$ cat src/rtl/sprite_motion_sequencer.sv
// Frame-rate motion sequencer for four bouncing square sprites.
// One shared add/clamp datapath updates one axis of one sprite per cycle.
module sprite_motion_sequencer #(
  parameter int H_RES = 640,
  parameter int V_RES = 480
) (
  input  logic        clk,
  input  logic        reset,
  input  logic        frame_tick,
  input  logic        pause,
  input  logic [8:0]  size,
  input  logic        cfg_we,
  input  logic [1:0]  cfg_idx,
  input  logic [10:0] cfg_x,
  input  logic [9:0]  cfg_y,
  input  logic [1:0]  cfg_dir,
  output logic [43:0] x_pos,
  output logic [39:0] y_pos,
  output logic        busy,
  output logic        done,
  output logic        bounce,
  output logic        overrun
);

  typedef enum logic [1:0] {IDLE, UPD_X, UPD_Y, FIN} state_t;

  state_t      r_state, w_next;
  logic [10:0] r_x [4];
  logic [9:0]  r_y [4];
  logic [3:0]  r_dx, r_dy;
  logic [8:0]  r_size;
  logic [1:0]  r_cnt;
  logic        r_bounce, r_overrun;

  logic        w_start, w_is_y, w_dir, w_hi, w_lo, w_clamp, w_dir_new;
  logic [11:0] w_pos, w_step, w_lim, w_nxt;
  logic [10:0] w_res;

  assign w_start = (r_state == IDLE) && frame_tick && !pause;

  always_comb begin
    w_next = r_state;
    case (r_state)
      IDLE:    if (w_start) w_next = UPD_X;
      UPD_X:   w_next = UPD_Y;
      UPD_Y:   w_next = (r_cnt == 2'd3) ? FIN : UPD_X;
      FIN:     w_next = IDLE;
      default: w_next = IDLE;
    endcase
  end

  always_ff @(posedge clk) begin
    if (reset) r_state <= IDLE;
    else       r_state <= w_next;
  end

  // Positions carry one guard bit so underflow and overshoot compare correctly.
  always_comb begin
    w_is_y    = (r_state == UPD_Y);
    w_pos     = w_is_y ? {2'b00, r_y[r_cnt]} : {1'b0, r_x[r_cnt]};
    w_dir     = w_is_y ? r_dy[r_cnt] : r_dx[r_cnt];
    w_step    = (w_is_y ? 12'd6 : 12'd7) + {10'b0, r_cnt};
    w_lim     = (w_is_y ? 12'(V_RES) : 12'(H_RES)) - {3'b000, r_size};
    w_nxt     = w_dir ? (w_pos + w_step) : (w_pos - w_step);
    w_hi      = w_dir && ($signed(w_nxt) >= $signed(w_lim));
    w_lo      = !w_dir && ($signed(w_nxt) <= 12'sd0);
    w_clamp   = w_hi || w_lo;
    w_dir_new = w_hi ? 1'b0 : (w_lo ? 1'b1 : w_dir);
    w_res     = w_hi ? w_lim[10:0] : (w_lo ? '0 : w_nxt[10:0]);
  end

  always_ff @(posedge clk) begin
    if (reset) begin
      r_x[0] <= 11'd0;   r_x[1] <= 11'd120; r_x[2] <= 11'd100; r_x[3] <= 11'd40;
      r_y[0] <= 10'd300; r_y[1] <= 10'd300; r_y[2] <= 10'd400; r_y[3] <= 10'd200;
      r_dx      <= 4'b1110;
      r_dy      <= 4'b1101;
      r_size    <= 9'd80;
      r_cnt     <= '0;
      r_bounce  <= 1'b0;
      r_overrun <= 1'b0;
    end else begin
      r_bounce <= 1'b0;
      case (r_state)
        IDLE: begin
          if (cfg_we) begin
            r_x[cfg_idx]  <= cfg_x;
            r_y[cfg_idx]  <= cfg_y;
            r_dx[cfg_idx] <= cfg_dir[0];
            r_dy[cfg_idx] <= cfg_dir[1];
          end
          if (w_start) begin
            r_size <= size;
            r_cnt  <= '0;
          end
        end
        UPD_X: begin
          r_x[r_cnt]  <= w_res;
          r_dx[r_cnt] <= w_dir_new;
          r_bounce    <= w_clamp;
        end
        UPD_Y: begin
          r_y[r_cnt]  <= w_res[9:0];
          r_dy[r_cnt] <= w_dir_new;
          r_bounce    <= w_clamp;
          r_cnt       <= r_cnt + 2'd1;
        end
        default: ;
      endcase
      if (frame_tick && !pause && (r_state != IDLE))
        r_overrun <= 1'b1;
    end
  end

  always_comb begin
    x_pos = '0;
    y_pos = '0;
    for (int unsigned i = 0; i < 4; i++) begin
      x_pos[11*i +: 11] = r_x[i];
      y_pos[10*i +: 10] = r_y[i];
    end
  end

  assign busy    = (r_state == UPD_X) || (r_state == UPD_Y);
  assign done    = (r_state == FIN);
  assign bounce  = r_bounce;
  assign overrun = r_overrun;

endmodule
$ cat config.mk
export PLATFORM = sky130hd
export DESIGN_NAME = sprite_motion_sequencer
export DESIGN_NICKNAME = d
export VERILOG_FILES = /design/src/rtl/sprite_motion_sequencer.sv
export SDC_FILE = /design/constraint.sdc
export NUM_CORES = 1
export LEC_CHECK = 0
export ABC_CLOCK_PERIOD_IN_PS = 11500
export BUFFER_PORTS_ARGS = -buffer_cell sky130_fd_sc_hd__buf_2
export CAP_MARGIN = 20
export CORE_MARGIN = 4
export CORE_UTILIZATION = 45
export DETAILED_ROUTE_END_ITERATION = 16
export PLACE_DENSITY = 0.67
export SYNTH_ARGS = -nofsm -noshare
export SYNTH_HDL_FRONTEND = slang
export SYNTH_SLANG_ARGS = --single-unit
$ cat constraint.sdc
create_clock -name clk -period 11.5 [get_ports clk]
set_input_delay 1.15 -clock clk [delete_from_list [all_inputs] [get_ports clk]]
set_output_delay 1.15 -clock clk [all_outputs]
set_load 0.005 [all_outputs]
### Word level (Yosys, flattened, before mapping)

Memories as Yosys holds them, arrays and structs flattened. A register that Yosys moved wholly into a read port is not among the register bits.
Cells that the tools add are included.

| operators by class | value |
|---|---|
| add/sub/neg operators | 5 |
| divide/modulo/power cells | 0 |
| multiply operators | 0 |
| bitwise operators | 1 |
| shift-type cells | 0 |
| mux-type cells | 58 |
| reduce and logical (&&, ||, !) cells | 26 |
| eq/ne operators | 6 |
| order comparisons | 6 |

Operators by type and width:

| cell | count |
|---|---|
| 11-bit 2-to-1 mux | 5 |
| 10-bit 2-to-1 mux | 3 |
| 1-bit 2-to-1 mux | 24 |
| 2-bit 2-to-1 mux | 11 |
| 11-bit OR reduction | 2 |
| 10-bit OR reduction | 2 |
| 4-bit bitwise mux | 4 |
| 4-bit one-hot mux with 2 select lines | 2 |
| 11-bit by 4-bit adder with 12-bit output | 1 |
| 12-bit by 11-bit >= comparator with 1-bit output | 1 |
| 12-bit by 1-bit <= comparator with 1-bit output (second input constant) | 1 |
| 12-bit 2-to-1 mux | 1 |
| 11-bit by 4-bit subtractor with 12-bit output | 1 |
| 10-bit by 9-bit subtractor with 11-bit output | 1 |
| 1-bit logical AND | 8 |
| 4-bit 2-to-1 mux | 2 |
| 2-bit one-hot mux with 4 select lines | 1 |
| 2-bit AND reduction | 4 |
| 2-bit equality test (second input constant) | 3 |
| 2-bit by 3-bit less-than comparator with 1-bit output (second input constant) | 2 |
| 2-bit nonzero test | 3 |
| 3-bit by 2-bit adder with 4-bit output | 1 |
| 1-bit binary-select mux with 2-bit select | 2 |
| 1-bit demux with 2-bit select | 2 |
| 10 further kinds | 15 |

| word-level totals | value |
|---|---|
| bits of input ports | 39 |
| memories | 2 |
| RAM bits | 84 |
| output and inout bits | 88 |
| logic and storage cells | 111 |
| bits in read-only memories | 0 |
| bits in latches | 0 |
| register bits after elaboration | 23 |

Memory list:

| name | depth | width | rd ports | clocked after memory_dff | wr ports | RTL line | RTL |
|---|---|---|---|---|---|---|---|
| r_x | 4 | 11 | 5 | 1 | 4 | 28 | `logic [10:0] r_x [4];` |
| r_y | 4 | 10 | 5 | 1 | 4 | 29 | `logic [9:0] r_y [4];` |

### Longest topological paths before layout

| depth | value |
|---|---|
| depth in word-level cells | 11 |
| gate-level depth with buffers | 25 |

### Worst setup path after synthesis

OpenSTA, ideal clock, no wires.

| timing path | value |
|---|---|
| path type | flip-flop to flip-flop |
| start point | register r_state[0] |
| end point | memory r_y[0][0], data pin |
| required time | 11.227 ns |
| library setup time | 0.273 ns |
| clock period less this slack | 5.942 ns |
| slack | 5.558 ns |
| arrival | 5.669 ns |
| stages on the path, launching flop included | 25 |
| path through | dfxtp_1 inv_1 ha_1 inv_2 buf_1 ha_1 inv_1 fa_1 inv_1 mux2i_1 fa_1 a21o_1 and4_1 or4_1 and2_1 ha_1 o2111ai_1 a21oi_1 a22oi_1 a311oi_1 and2_0 clkbuf_1 nor3_1 a222oi_1 nor2_1 |

RTL lines:

| item | RTL line | RTL |
|---|---|---|
| from (decl) | 27 | `state_t r_state, w_next;` |
| from (signal assigned) | 54 | `else r_state <= w_next;` |
| to (decl) | 29 |  |

==> metrics.txt <==
core area=14,100 sq um; RR Startpoint=r_state[0]$_SDFFE_PP0P_; final cell count without fillers=between 900 and 1,000; switching part of the total power=a little over two fifths; Synth async-reset ratio=0%; post-synth net total=around 710; total track usage=roughly a quarter; vias per std cell=between 6 and 7; cell taking the most area after synthesis=edfxtp_1; power density over cell area=roughly 220 nW/um^2; reg2reg end=r_y[0][8]$_SDFFCE_PN1P_; CTS H-Tree Depth=3; Post-Route Skew=12.0 ps; VDD IR max=between 0.08 and 0.09 mV; Placer Congestion=0.978; Slew HR=about a third; Worst path top cell family by delay=compound AO/OA/AOI/OAI gates; Setup-failing EPs final=0; number of flops mapped to enable cells by yosys=84; kind of critical path=reg2reg; first-pass GRT wire length=32,000 um; synth unique cells=between 60 and 70; antenna-violating nets left=0; Sinks on Clock Net=roughly 110; multi-input combinational cell area=between 3000 and 4000 sq um; Die Y=approximately 130 um; reg2reg setup slack=about 4500 ps; status=completed; CP cell instances=inv_1 -> ha_1 -> buf_4 -> inv_2 -> mux2i_2 -> mux2i_1 -> inv_1 -> ha_1 -> and3_1 -> a22oi_1 -> o2bb2ai_1 -> o21ai_0 -> xor2_1 -> ha_1 -> nor2b_1 -> a311oi_1 -> and2_0 -> nor3_1 -> a222oi_1 -> nand2_1; drc violations=0; setup_tns=0 ps; n_diodes=0; top cell type's share of synthesized area=38.3%; Int Pwr=roughly 960 uW; slowest CP cell=a222oi_1; share of cells above drive strength 1=between 20% and 30%; leakage power=between 0.003 and 0.004 uW; drt wl/cell=22.7 um; Crit. path cell count=20; Clock Path Buffers=2; #FFs+latches synth=~110; Final #Nets=a little over 800; Max Fanout on Critical Path=29; sequential share of power=30.4%; Worst path most repeated cell=ha_1; Buf/Inv on CP=4; Max-Cap Viols=0; clk_lat worst skew=~360 ps; minimum clock period=around 7000 ps; CTS root buf=clkbuf_16; Worst EP arrival=between 7000 and 8000 ps; DRT Wirelength=between 20,000 and 25,000 um; grt ovf=0; Syn Inst Count=around 630; Min-Delay Endpoint=r_dy[1]$_SDFFE_PP0P_; Tightest Pin Transition=around 1000 ps; final hold violations=0; Iter 0 DRT Violations=735; synthesized area per cell=between 10 and 15 sq um; Post-CTS Setup Inserts=0; Clock transition at path regs=around 80 ps; startpoint class of the critical path=flop; Logic pwr share=52.0%; hold path depth=2; Top FF cell, synth=edfxtp_1; largest net degree at the start of global routing=between 40 and 50; fin crit share=around three fifths; RSZ-0062 raised after global routing=no; Seq/Total Area, Yosys=around 46%; CTS tree=built; WP data required=between 10,000 and 15,000 ps; storage element area=~3000 sq um; Resize count post-CTS=0; Area growth, synth to finish=16.5%; Setup crit end kind=flop; PnR Total Power=1720 uW; clock share of power=~18%; Inst Count DP=between 900 and 1,000; Final Max Slew Viols=0; Area contributors post-synth=edfxtp_1 38%, mux4_2 7.9%, dfxtp_1 7.6%; cell depth of the worst flop-to-flop path=20; FP Rows=43; P_sw=about 750 uW; initial antenna violation count=0; Worst Hold Launch=r_dy[1]$_SDFFE_PP0P_; Die ar.=~17,000 sq um; Yosys warning total=0; vias in the first global route=~5,500; Fmax=~140 MHz; DRT Pass-1 Iters=8; Die Wd=between 100 and 150 um; DR vias=~5,700; Initial Util=46.8%; final instance area=roughly 7700 sq um; Filler Cell Count=1,243; DP Wirelength=between 15,000 and 20,000 um; Hold WC Path Type=reg2reg; cts-stage hold buffer count=0; Crit path largest cell delay=around 790 ps; IO buf count=126; TritonCTS Buffers=9; # IOs=~130; Synth Cell Area=6590 sq um; Placed Area=7400 sq um
[cell usage in the layout, fill, tap and decap left out, types with 18 or more instances in the layout]
cell type	n
nor2_1	85
nand2_1	69
nand2b_1	18
buf_2	126
inv_1	48
ha_1	38
mux4_2	23
dfxtp_1	25
edfxtp_1	84
[layer usage]
layer / track usage [%] / share of wire [%] / up-vias
met5: 0 / 0 / -
met2: 41.9 / 48 / 328
met4: 9.45 / 3.6 / 0
met1: 34.5 / 40 / 2781
met3: 3.17 / 8.4 / 45
li1: - / - / 2572
[state kept, by name (all words and copies together) (netlist names), named ones only]
name     flops
r_dx         4
bounce       1
r_state      2
r_x         44
r_cnt        2
r_y         40
r_dy         4
overrun      1
r_size       9
[cells by family (layout without fill, tap and decap cells)]
group / Yosys count / after routing / synth area share, %
simple gates: 225 / 225 / 15.4
compound gates: 129 / 129 / 14.9
flops: 109 / 109 / 45.8
buf+inv: 73 / 197 / 4.17
fa+ha+maj: 40 / 40 / 7.82
mux: 38 / 38 / 10.2
xor+xnor: 12 / 12 / 1.59
[power by group through the flow]
stage / Clock [uW] / Combinational [uW] / Sequential, uW
final: 302 / 893 / 523
after global routing: 320 / 972 / 529
after CTS: 303 / 879 / 523
after detailed placement: 0 / 873 / 532
after global placement: 0 / 858 / 528
after floorplan: 0 / 590 / 526
[synthesized netlist by cell type, types with 11 or more instances]
cell	number
a22oi_1	13
dfxtp_1	25
nand2b_1	18
a222oi_1	11
ha_1	38
nor3_1	15
inv_1	48
nand2_1	69
mux2i_1	13
nor2_1	85
mux4_2	23
o21ai_0	15
edfxtp_1	84
clkbuf_1	20
a21oi_1	15
[worst register-to-register path, delay by kind of cell (launching register included)]
kind,cells,cell delay [ps]
fa+ha+maj,3,920
buf+inv,4,810
xor+xnor,1,230
simple gates,5,1170
compound gates,5,2030
flops,1,400
mux,2,1160
[final cells by class]
| class | instances | area share [%] |
|---|---|---|
| tap | 180 | 2.93 |
| clock buffer | 11 | 3.03 |
| timing repair buffer | 132 | 8.84 |
| clock inverter | 5 | 0.586 |
| inverter | 49 | 2.39 |
| sequential | 109 | 39.3 |
| multi-input combinational | 444 | 42.9 |
[how the worst max path moves through the flow]
stage                                  from                      end  slack (ps)
global placement    r_state[0]$_SDFFE_PP0P_  r_x[0][8]$_SDFFCE_PN0P_        4780
floorplan           r_state[0]$_SDFFE_PP0P_  r_y[0][0]$_SDFFCE_PN0P_        5560
CTS                 r_state[0]$_SDFFE_PP0P_  r_x[1][4]$_SDFFCE_PN1P_        4630
global route        r_state[0]$_SDFFE_PP0P_  r_x[0][4]$_SDFFCE_PN0P_        4070
detailed placement  r_state[0]$_SDFFE_PP0P_  r_x[1][4]$_SDFFCE_PN1P_        4680
finish              r_state[0]$_SDFFE_PP0P_  r_y[0][8]$_SDFFCE_PN1P_        4470
[stage by stage]
stage          utilization (%)  hold slack (ps)  worst slack, ps
5_1_grt                   54.5              513             4070
4_1_cts                   54.4              480             4630
3_5_place_dp              52.5              464             4680
3_3_place_gp              52.5              455             4780
2_1_floorplan                -              431             5560
6_report                  54.5              481             4470
Power figures use the tool's default switching activity.
